**config.mk**
```make
export PLATFORM = sky130hd
export DESIGN_NAME = alu_exec_unit
export DESIGN_NICKNAME = d
export VERILOG_FILES = /design/src/rtl/alu_exec_unit.sv
export SDC_FILE = /design/constraint.sdc
export NUM_CORES = 1
export LEC_CHECK = 0
export BUFFER_PORTS_ARGS = -buffer_cell sky130_fd_sc_hd__buf_2
export CAP_MARGIN = 15
export CORE_UTILIZATION = 62
export DETAILED_ROUTE_END_ITERATION = 10
export PLACE_DENSITY_LB_ADDON = 0.15
export SLEW_MARGIN = 20
export SYNTH_ARGS = -nofsm -noshare
export SYNTH_HDL_FRONTEND = slang
export SYNTH_SLANG_ARGS = --single-unit
```
**constraint.sdc**
```tcl
create_clock -name clk_i -period 4.7 [get_ports clk_i]
set_input_delay 0.94 -clock clk_i [delete_from_list [all_inputs] [get_ports clk_i]]
set_output_delay 0.94 -clock clk_i [all_outputs]
set_load 0.01 [all_outputs]
```
**src/rtl/alu_exec_unit.sv**
```systemverilog
// EX-stage ALU: decodes ALUOp/funct, runs single-cycle ops with a registered result,
// and multiplies on an iterative shift-add engine that stalls the pipe through ready_o.
module alu_exec_unit #(
  parameter int DATA_W = 32,
  parameter int BPC    = 1
) (
  input  logic              clk_i,
  input  logic              rst_i,
  input  logic              valid_i,
  output logic              ready_o,
  input  logic [1:0]        ALUOp_i,
  input  logic [5:0]        funct_i,
  input  logic [DATA_W-1:0] data1_i,
  input  logic [DATA_W-1:0] data2_i,
  input  logic              flush_i,
  output logic              valid_o,
  output logic [DATA_W-1:0] result_o,
  output logic              zero_o,
  output logic              illegal_o
);

  localparam int STEPS = DATA_W / BPC;
  localparam int CNT_W = $clog2(STEPS + 1);

  typedef enum logic {IDLE, MUL} state_t;
  typedef enum logic [2:0] {OP_ADD, OP_SUB, OP_AND, OP_OR, OP_SLT, OP_MUL, OP_ILL} op_t;

  state_t             state_q, state_d;
  logic [DATA_W-1:0]  mcand_q, mcand_d;
  logic [DATA_W-1:0]  mplier_q, mplier_d;
  logic [DATA_W-1:0]  acc_q, acc_d;
  logic [CNT_W-1:0]   cnt_q, cnt_d;
  logic [DATA_W-1:0]  result_q, result_d;
  logic               valid_q, valid_d;
  logic               zero_q, zero_d;
  logic               illegal_q, illegal_d;

  op_t                op;
  logic [DATA_W-1:0]  alu_res;
  logic [DATA_W-1:0]  partial;
  logic [DATA_W-1:0]  acc_next;
  logic               accept;

  always_comb begin
    op = OP_ILL;
    unique case (ALUOp_i)
      2'b00: op = OP_ADD;
      2'b01: op = OP_SUB;
      2'b10: op = OP_OR;
      default: begin
        case (funct_i)
          6'b100000: op = OP_ADD;
          6'b100010: op = OP_SUB;
          6'b100100: op = OP_AND;
          6'b100101: op = OP_OR;
          6'b101010: op = OP_SLT;
          6'b011000: op = OP_MUL;
          default:   op = OP_ILL;
        endcase
      end
    endcase
  end

  always_comb begin
    alu_res = '0;
    case (op)
      OP_ADD:  alu_res = data1_i + data2_i;
      OP_SUB:  alu_res = data1_i - data2_i;
      OP_AND:  alu_res = data1_i & data2_i;
      OP_OR:   alu_res = data1_i | data2_i;
      OP_SLT:  alu_res = ($signed(data1_i) < $signed(data2_i)) ? DATA_W'(1) : '0;
      default: alu_res = '0;
    endcase
  end

  // Multiplicand times the low BPC multiplier bits, built from shifted copies.
  always_comb begin
    partial = '0;
    for (int i = 0; i < BPC; i++) begin
      if (mplier_q[i]) partial = partial + (mcand_q << i);
    end
  end

  assign acc_next = acc_q + partial;
  assign ready_o  = (state_q == IDLE);
  assign accept   = valid_i && ready_o && !flush_i;

  always_comb begin
    state_d   = state_q;
    mcand_d   = mcand_q;
    mplier_d  = mplier_q;
    acc_d     = acc_q;
    cnt_d     = cnt_q;
    result_d  = result_q;
    valid_d   = 1'b0;
    zero_d    = 1'b0;
    illegal_d = 1'b0;
    case (state_q)
      IDLE: begin
        if (accept) begin
          if (op == OP_MUL) begin
            mcand_d  = data1_i;
            mplier_d = data2_i;
            acc_d    = '0;
            cnt_d    = CNT_W'(STEPS);
            state_d  = MUL;
          end else begin
            result_d  = alu_res;
            valid_d   = 1'b1;
            zero_d    = (alu_res == '0);
            illegal_d = (op == OP_ILL);
          end
        end
      end
      MUL: begin
        // A flush abandons the product, even on the step that would deliver it.
        if (flush_i) begin
          state_d = IDLE;
        end else begin
          acc_d    = acc_next;
          mcand_d  = mcand_q << BPC;
          mplier_d = mplier_q >> BPC;
          cnt_d    = cnt_q - CNT_W'(1);
          if (cnt_q == CNT_W'(1)) begin
            state_d  = IDLE;
            result_d = acc_next;
            valid_d  = 1'b1;
            zero_d   = (acc_next == '0);
          end
        end
      end
      default: state_d = IDLE;
    endcase
  end

  always_ff @(posedge clk_i or negedge rst_i) begin
    if (!rst_i) begin
      state_q   <= IDLE;
      mcand_q   <= '0;
      mplier_q  <= '0;
      acc_q     <= '0;
      cnt_q     <= '0;
      result_q  <= '0;
      valid_q   <= 1'b0;
      zero_q    <= 1'b0;
      illegal_q <= 1'b0;
    end else begin
      state_q   <= state_d;
      mcand_q   <= mcand_d;
      mplier_q  <= mplier_d;
      acc_q     <= acc_d;
      cnt_q     <= cnt_d;
      result_q  <= result_d;
      valid_q   <= valid_d;
      zero_q    <= zero_d;
      illegal_q <= illegal_d;
    end
  end

  assign valid_o   = valid_q;
  assign result_o  = result_q;
  assign zero_o    = zero_q;
  assign illegal_o = illegal_q;

endmodule

```
[Word level (Yosys, flattened, before mapping)]
Index checks and enable logic that the tools add are counted.
Storage, ports and cells
  register bits after elaboration: 138
  logic and storage cells: 90
  output and inout port bits: 36
  input bits: 76
Cells by class
  bitwise gates (word level): 3
  $lt $le $gt $ge: 1
  multiplexer cells: 44
  reduce and logical (&&, ||, !) cells: 9
  equality and inequality tests: 20
  add/subtract/negate cells: 4
Operators with widths (count)
  32-bit 2-to-1 mux: 14
  32-bit one-hot mux with 2 select lines: 4
  32-bit one-hot mux with 5 select lines: 1
  32-bit adder: 2
  32-bit zero test: 2
  32-bit AND: 1
  32-bit less-than comparator: 1
  32-bit bitwise OR: 1
  32-bit subtractor: 1
  6-bit equality test (second input constant): 5
  6-bit 2-to-1 mux: 3
  3-bit one-hot mux with 6 select lines: 1
  1-bit 2-to-1 mux: 16
  6-bit one-hot mux with 2 select lines: 1
  3-bit equality test (second input constant): 3
  3-bit one-hot mux with 3 select lines: 1
  3-bit by 2-bit equality test with 1-bit output (second input constant): 2
  6-bit by 1-bit equality test with 1-bit output (second input constant): 1
  6-bit by 5-bit equality test with 1-bit output (second input constant): 1
  2-bit by 1-bit != test with 1-bit output (second input constant): 3
  1-bit one-hot mux with 2 select lines: 3
  6-bit by 1-bit subtractor with 6-bit output (second input constant): 1
  2-bit != test (second input constant): 2
  4-bit AND reduction: 1
  9 further kinds: 10

[Longest topological paths before layout]
  depth after elaboration: 9
  gate-level depth with buffers: 15
  depth with buffers taken out: 14

[Least setup slack after synthesis]
OpenSTA, ideal clock, no wires.
  path kind: input-to-reg
  start point: input data1_i[0]
  end point: register zero_q, in the netlist zero_o
  stages: 14
  buffers on the path: 0
  setup time: 0.095 ns
  arrival time: 3.744 ns
  data required time: 4.605 ns
  slack: 0.861 ns
  cells stage by stage: inv_1 -> ha_1 -> fa_1 -> nor2_1 -> o221ai_1 -> a21oi_1 -> o21ai_1 -> a21oi_1 -> a32oi_1 -> a221oi_2 -> xor2_1 -> o22ai_1 -> or3_2 -> o31ai_1
On the way
  word-level cells in the longest chain between the ends: 7
  elaborated cells between the ends (all ways): 11
  those cells by class: add/sub (2); order compare (1); mux (5); bitwise (2); reduce/logical (1)
Ends and longest elaborated chain
  start, declared: line 13  | input logic [DATA_W-1:0] data1_i,
  32-bit less-than comparator: line 71  | OP_SLT: alu_res = ($signed(data1_i) < $signed(data2_i)) ? DATA_W'(1) : '0;
  1-bit 2-to-1 mux: line 71
  32-bit one-hot mux with 5 select lines *: line 66  | case (op)
  32-bit zero test *: line 110  | zero_d = (alu_res == '0);
  1-bit 2-to-1 mux *: line 101  | if (op == OP_MUL) begin
  1-bit 2-to-1 mux *: line 100  | if (accept) begin
  1-bit one-hot mux with 2 select lines *: line 98  | case (state_q)
  net zero_d: line 35  | logic zero_q, zero_d;
  end signal, assigned: line 155  | zero_q <= zero_d;
  end, declared: line 35
The timed path passes the listed nets; every way through them passes the cells marked *.
A chain may end at the register's enable or synchronous reset.

[Worst setup path after layout]
  start point: register mplier_q[0]
  end point: register zero_q, in the netlist zero_o
On the way
  word-level cells in the longest chain between the ends: 6
Ends and longest elaborated chain
  start, declared: line 30  | logic [DATA_W-1:0] mplier_q, mplier_d;
  start signal, assigned: line 150  | mplier_q <= mplier_d;
  32-bit 2-to-1 mux: line 80  | if (mplier_q[i]) partial = partial + (mcand_q << i);
  32-bit adder: line 84  | assign acc_next = acc_q + partial;
  32-bit zero test: line 128  | zero_d = (acc_next == '0);
  1-bit 2-to-1 mux: line 124  | if (cnt_q == CNT_W'(1)) begin
  1-bit 2-to-1 mux: line 117  | if (flush_i) begin
  1-bit one-hot mux with 2 select lines: line 98
  net zero_d: line 35
The timed path passes the listed nets, and every way through them passes these cells.

==> results.md <==
- Yosys warning total: 0
- Tot Pwr: 4480 uW
- Adder-Cell Fraction of Synth Area: 13.9%
- Most used flip-flop cell after synthesis: dfrtp_1
- Largest net degree at the start of global routing: 72
- CP Launch Point: mplier_q[0]
- Register area share after synthesis: 25.4%
- Rows: 53
- GP Congestion: 1.00
- Worst path max stage delay: 0.64 ns
- Critical Path RT: 5.04 ns
- Nets@finish: 2033
- XOR/XNOR share of the synthesized area: 2.65%
- Commonest cells post-synth: 252 x nand2_1, 159 x o21ai_0, 146 x ha_1
- CP endpoint kind: flop
- Pwr dens: 296 mW/mm2
- Mux contribution to synthesized area: 6.26%
- Final Util: 71.3%
- Clock sinks: 138
- CTS tree: yes
- Synth unique cells: 102
- Initial DRC Count: 1188
- Crit path arrival time: 4.59 ns
- R2R setup slack: 0.45 ns
- CP top delay family: simple AND/OR/NAND/NOR gates
- Ports: 112
- Crit start category: flop
- Crit-path max FO: 7
- Final hold violations: 0
- PortBufs: 111
- Synth area leaders: dfrtp_1 25%, ha_1 13%, nand2_1 7.0%, o21ai_0 5.9%, mux2i_1 5.7%
- RR Startpoint: mplier_q[0]
- Worst-path cell chain: and2_1 -> ha_1 -> fa_1 -> xor2_1 -> nor4_1 -> nand2_1 -> a2111oi_0 -> o2111ai_1 -> nor4_1 -> nand4b_1 -> nor4_2 -> nand4_1 -> or4_1 -> o31ai_1
- Largest family of logic cells by synthesized area: compound AO/OA/AOI/OAI gates
- Synth Area per Inst: 7.89 um2
- Setup WS pre-CTS: 0.174 ns
- WL/cell: 21.5 um
- Min Hold Slack: 0.465 ns
- Bufs and invs on worst path: 0
- Setup WS post-layout: 0.445 ns
- Worst path depth: 14
- DR DRC count: 0
- DP HPWL: 35000 um
- Root Buffer: clkbuf_16
- Rel. slew slack: 31.4%
- Synth Area in Simple Gates: 20.1%
- Compound-cell area share of the yosys netlist: 25.7%
- Leak: 0.00715 uW
- Total wire length: 45200 um
- Starting Density: 63.9%
- N_diodes: 0
- Post_cts resized: 0
- DR vias: 13600
- Worst path most repeated cell: nor4_1
- Seq cells post-synth: 138
- Fmax: 0.235 GHz
- TNS Setup: 0 ns
- CTS max path bufs: 2
- Die span in y: 150 um
- Die area: 0.0225 mm2
- Cell taking the most area after synthesis: dfrtp_1
- Capturing point of the worst reg2reg path: zero_o
- Min-Delay Path Class: reg -> reg
- Unrepaired setup endpoints after global routing: no
- WS Path Type: reg -> reg
- Post-synthesis cell count: 1719
- Core ar.: 0.0212 mm2
- Max Clock Skew: 0.0189 ns
- Number of hold buffers added after cts: 0
- Drt pass-1 iters: 5
- Clk slew on worst S/H paths: 0.07 ns
- Max VDD drop: 0.250 mV
- Slew Limit Fails: 0
- Global route overflow: 0
- Tot GR Track Use: 40.5%
- Asr flop ratio synth: 100%
- Die Wd: 150 um
- Final Critical Period: 4.25 ns
- Filler cells: 1746
- Setup Buffers After CTS: 0
- Worst-margin pin slew: 1.02 ns
- Antenna violations before repair: 3
- Maxcap violations: 0
- Number of global-route vias before repair: 12900
- Net count after synthesis: 1944
- Synth-to-Final Area Change: 11.4%
- Fin crit share: 90.5%
- Final setup fails: 0
- Highest-delay cell along the critical path: a2111oi_0
- Top-count cell post-synth: nand2_1
- Setup crit end: zero_o
- Worst-skew pair later-pin latency: 0.44 ns
- Status: finished, final reports clean
- First-pass GRT wire length: 69700 um
- Post-synth EDFFs: 0
- Netlist area before placement: 0.0136 mm2
- Area share of the leading cell type in the synthesized netlist: 25.4%
- Via density: 6.50
- Share of cells above drive strength 1: 14.3%
- Num CTS Buffers: 17
- FF-to-FF path depth: 14
- # H-tree levels: 4
- DRT antenna net count: 0
-- worst reg2reg max path, delay by kind of cell, from the launching register on --
kind	cells	cell delay [ns]
xor+xnor	1	0.19
flops	1	0.43
simple gates	8	1.90
compound gates	3	1.00
fa+ha+maj	2	0.67
-- per-stage QoR --
step,instances,instance area (um2)
after floorplan,1719,13600
after global placement,2064,14600
after detailed placement,2064,14600
after CTS,2096,15100
after global routing,2096,15100
final,2096,15100
-- how the worst min path moves through the flow --
stage / endpoint / depth (start not counted) / start
6_report: result_o[2] / 2 / result_o[2]
5_1_grt: acc_q[8] / 2 / acc_q[8]
4_1_cts: result_o[2] / 2 / result_o[2]
3_5_place_dp: result_o[2] / 2 / result_o[2]
3_3_place_gp: result_o[11] / 2 / result_o[11]
2_1_floorplan: acc_q[13] / 2 / acc_q[13]
-- logic make-up (layout without fill, tap and decap cells) --
family | after synthesis | count (layout)
buffers and inverters | 204 | 306
AO/OA/AOI/OAI | 526 | 526
XOR/XNOR | 41 | 41
AND/OR/NAND/NOR | 577 | 577
flip-flops | 138 | 138
multiplexers | 84 | 84
adder cells (fa/ha/maj) | 149 | 149
-- registers in the layout, summed over array words and instances (netlist names) --
signal / flops
valid_o: 1
acc_q: 32
result_o: 32
zero_o: 1
state_q: 1
illegal_o: 1
cnt_q: 6
mplier_q: 32
mcand_q: 32
-- routing by layer --
layer	vias to the layer above	GRT usage, %	part of all wire [%]
li1	6347	-	-
met1	6422	54.9	42
met2	726	64.3	45
met3	124	6.10	9.5
met4	0	17.0	3.6
met5	-	0	0
-- placed cells by master (no fill, tap or decap), types with 14 or more instances in the layout --
| master | instances |
|---|---|
| nor3_1 | 32 |
| nand2b_1 | 14 |
| mux2i_1 | 77 |
| o31ai_1 | 25 |
| buf_2 | 110 |
| buf_4 | 50 |
| nand3_1 | 33 |
| a21o_1 | 26 |
| o211ai_1 | 23 |
| inv_1 | 108 |
| xnor2_1 | 28 |
| a211oi_1 | 14 |
| a21oi_1 | 103 |
| nor4_1 | 14 |
| dfrtp_1 | 137 |
| o21ai_0 | 158 |
| and2_1 | 37 |
| nand2_1 | 252 |
| clkbuf_16 | 17 |
| ha_1 | 146 |
| nand4_1 | 15 |
| nor2_1 | 109 |
-- area by class of cell --
cell class / count / area, um2 / share of cell area, %
repair buffers: 165 / 1020 / 6.73
well taps: 275 / 344 / 2.28
clock inverters: 14 / 126 / 0.836
flip-flops and latches: 138 / 3460 / 22.9
clock buffers: 18 / 429 / 2.84
inverters: 109 / 409 / 2.71
multi-input cells: 1377 / 9340 / 61.8
-- power by group --
group	switching, uW	leakage [uW]	total (uW)	internal [uW]
logic	1040	0.00513	1660	618
clock network	629	0.000265	1330	698
registers	126	0.00175	1490	1360
Note: power is estimated with default switching activity, not from simulation.
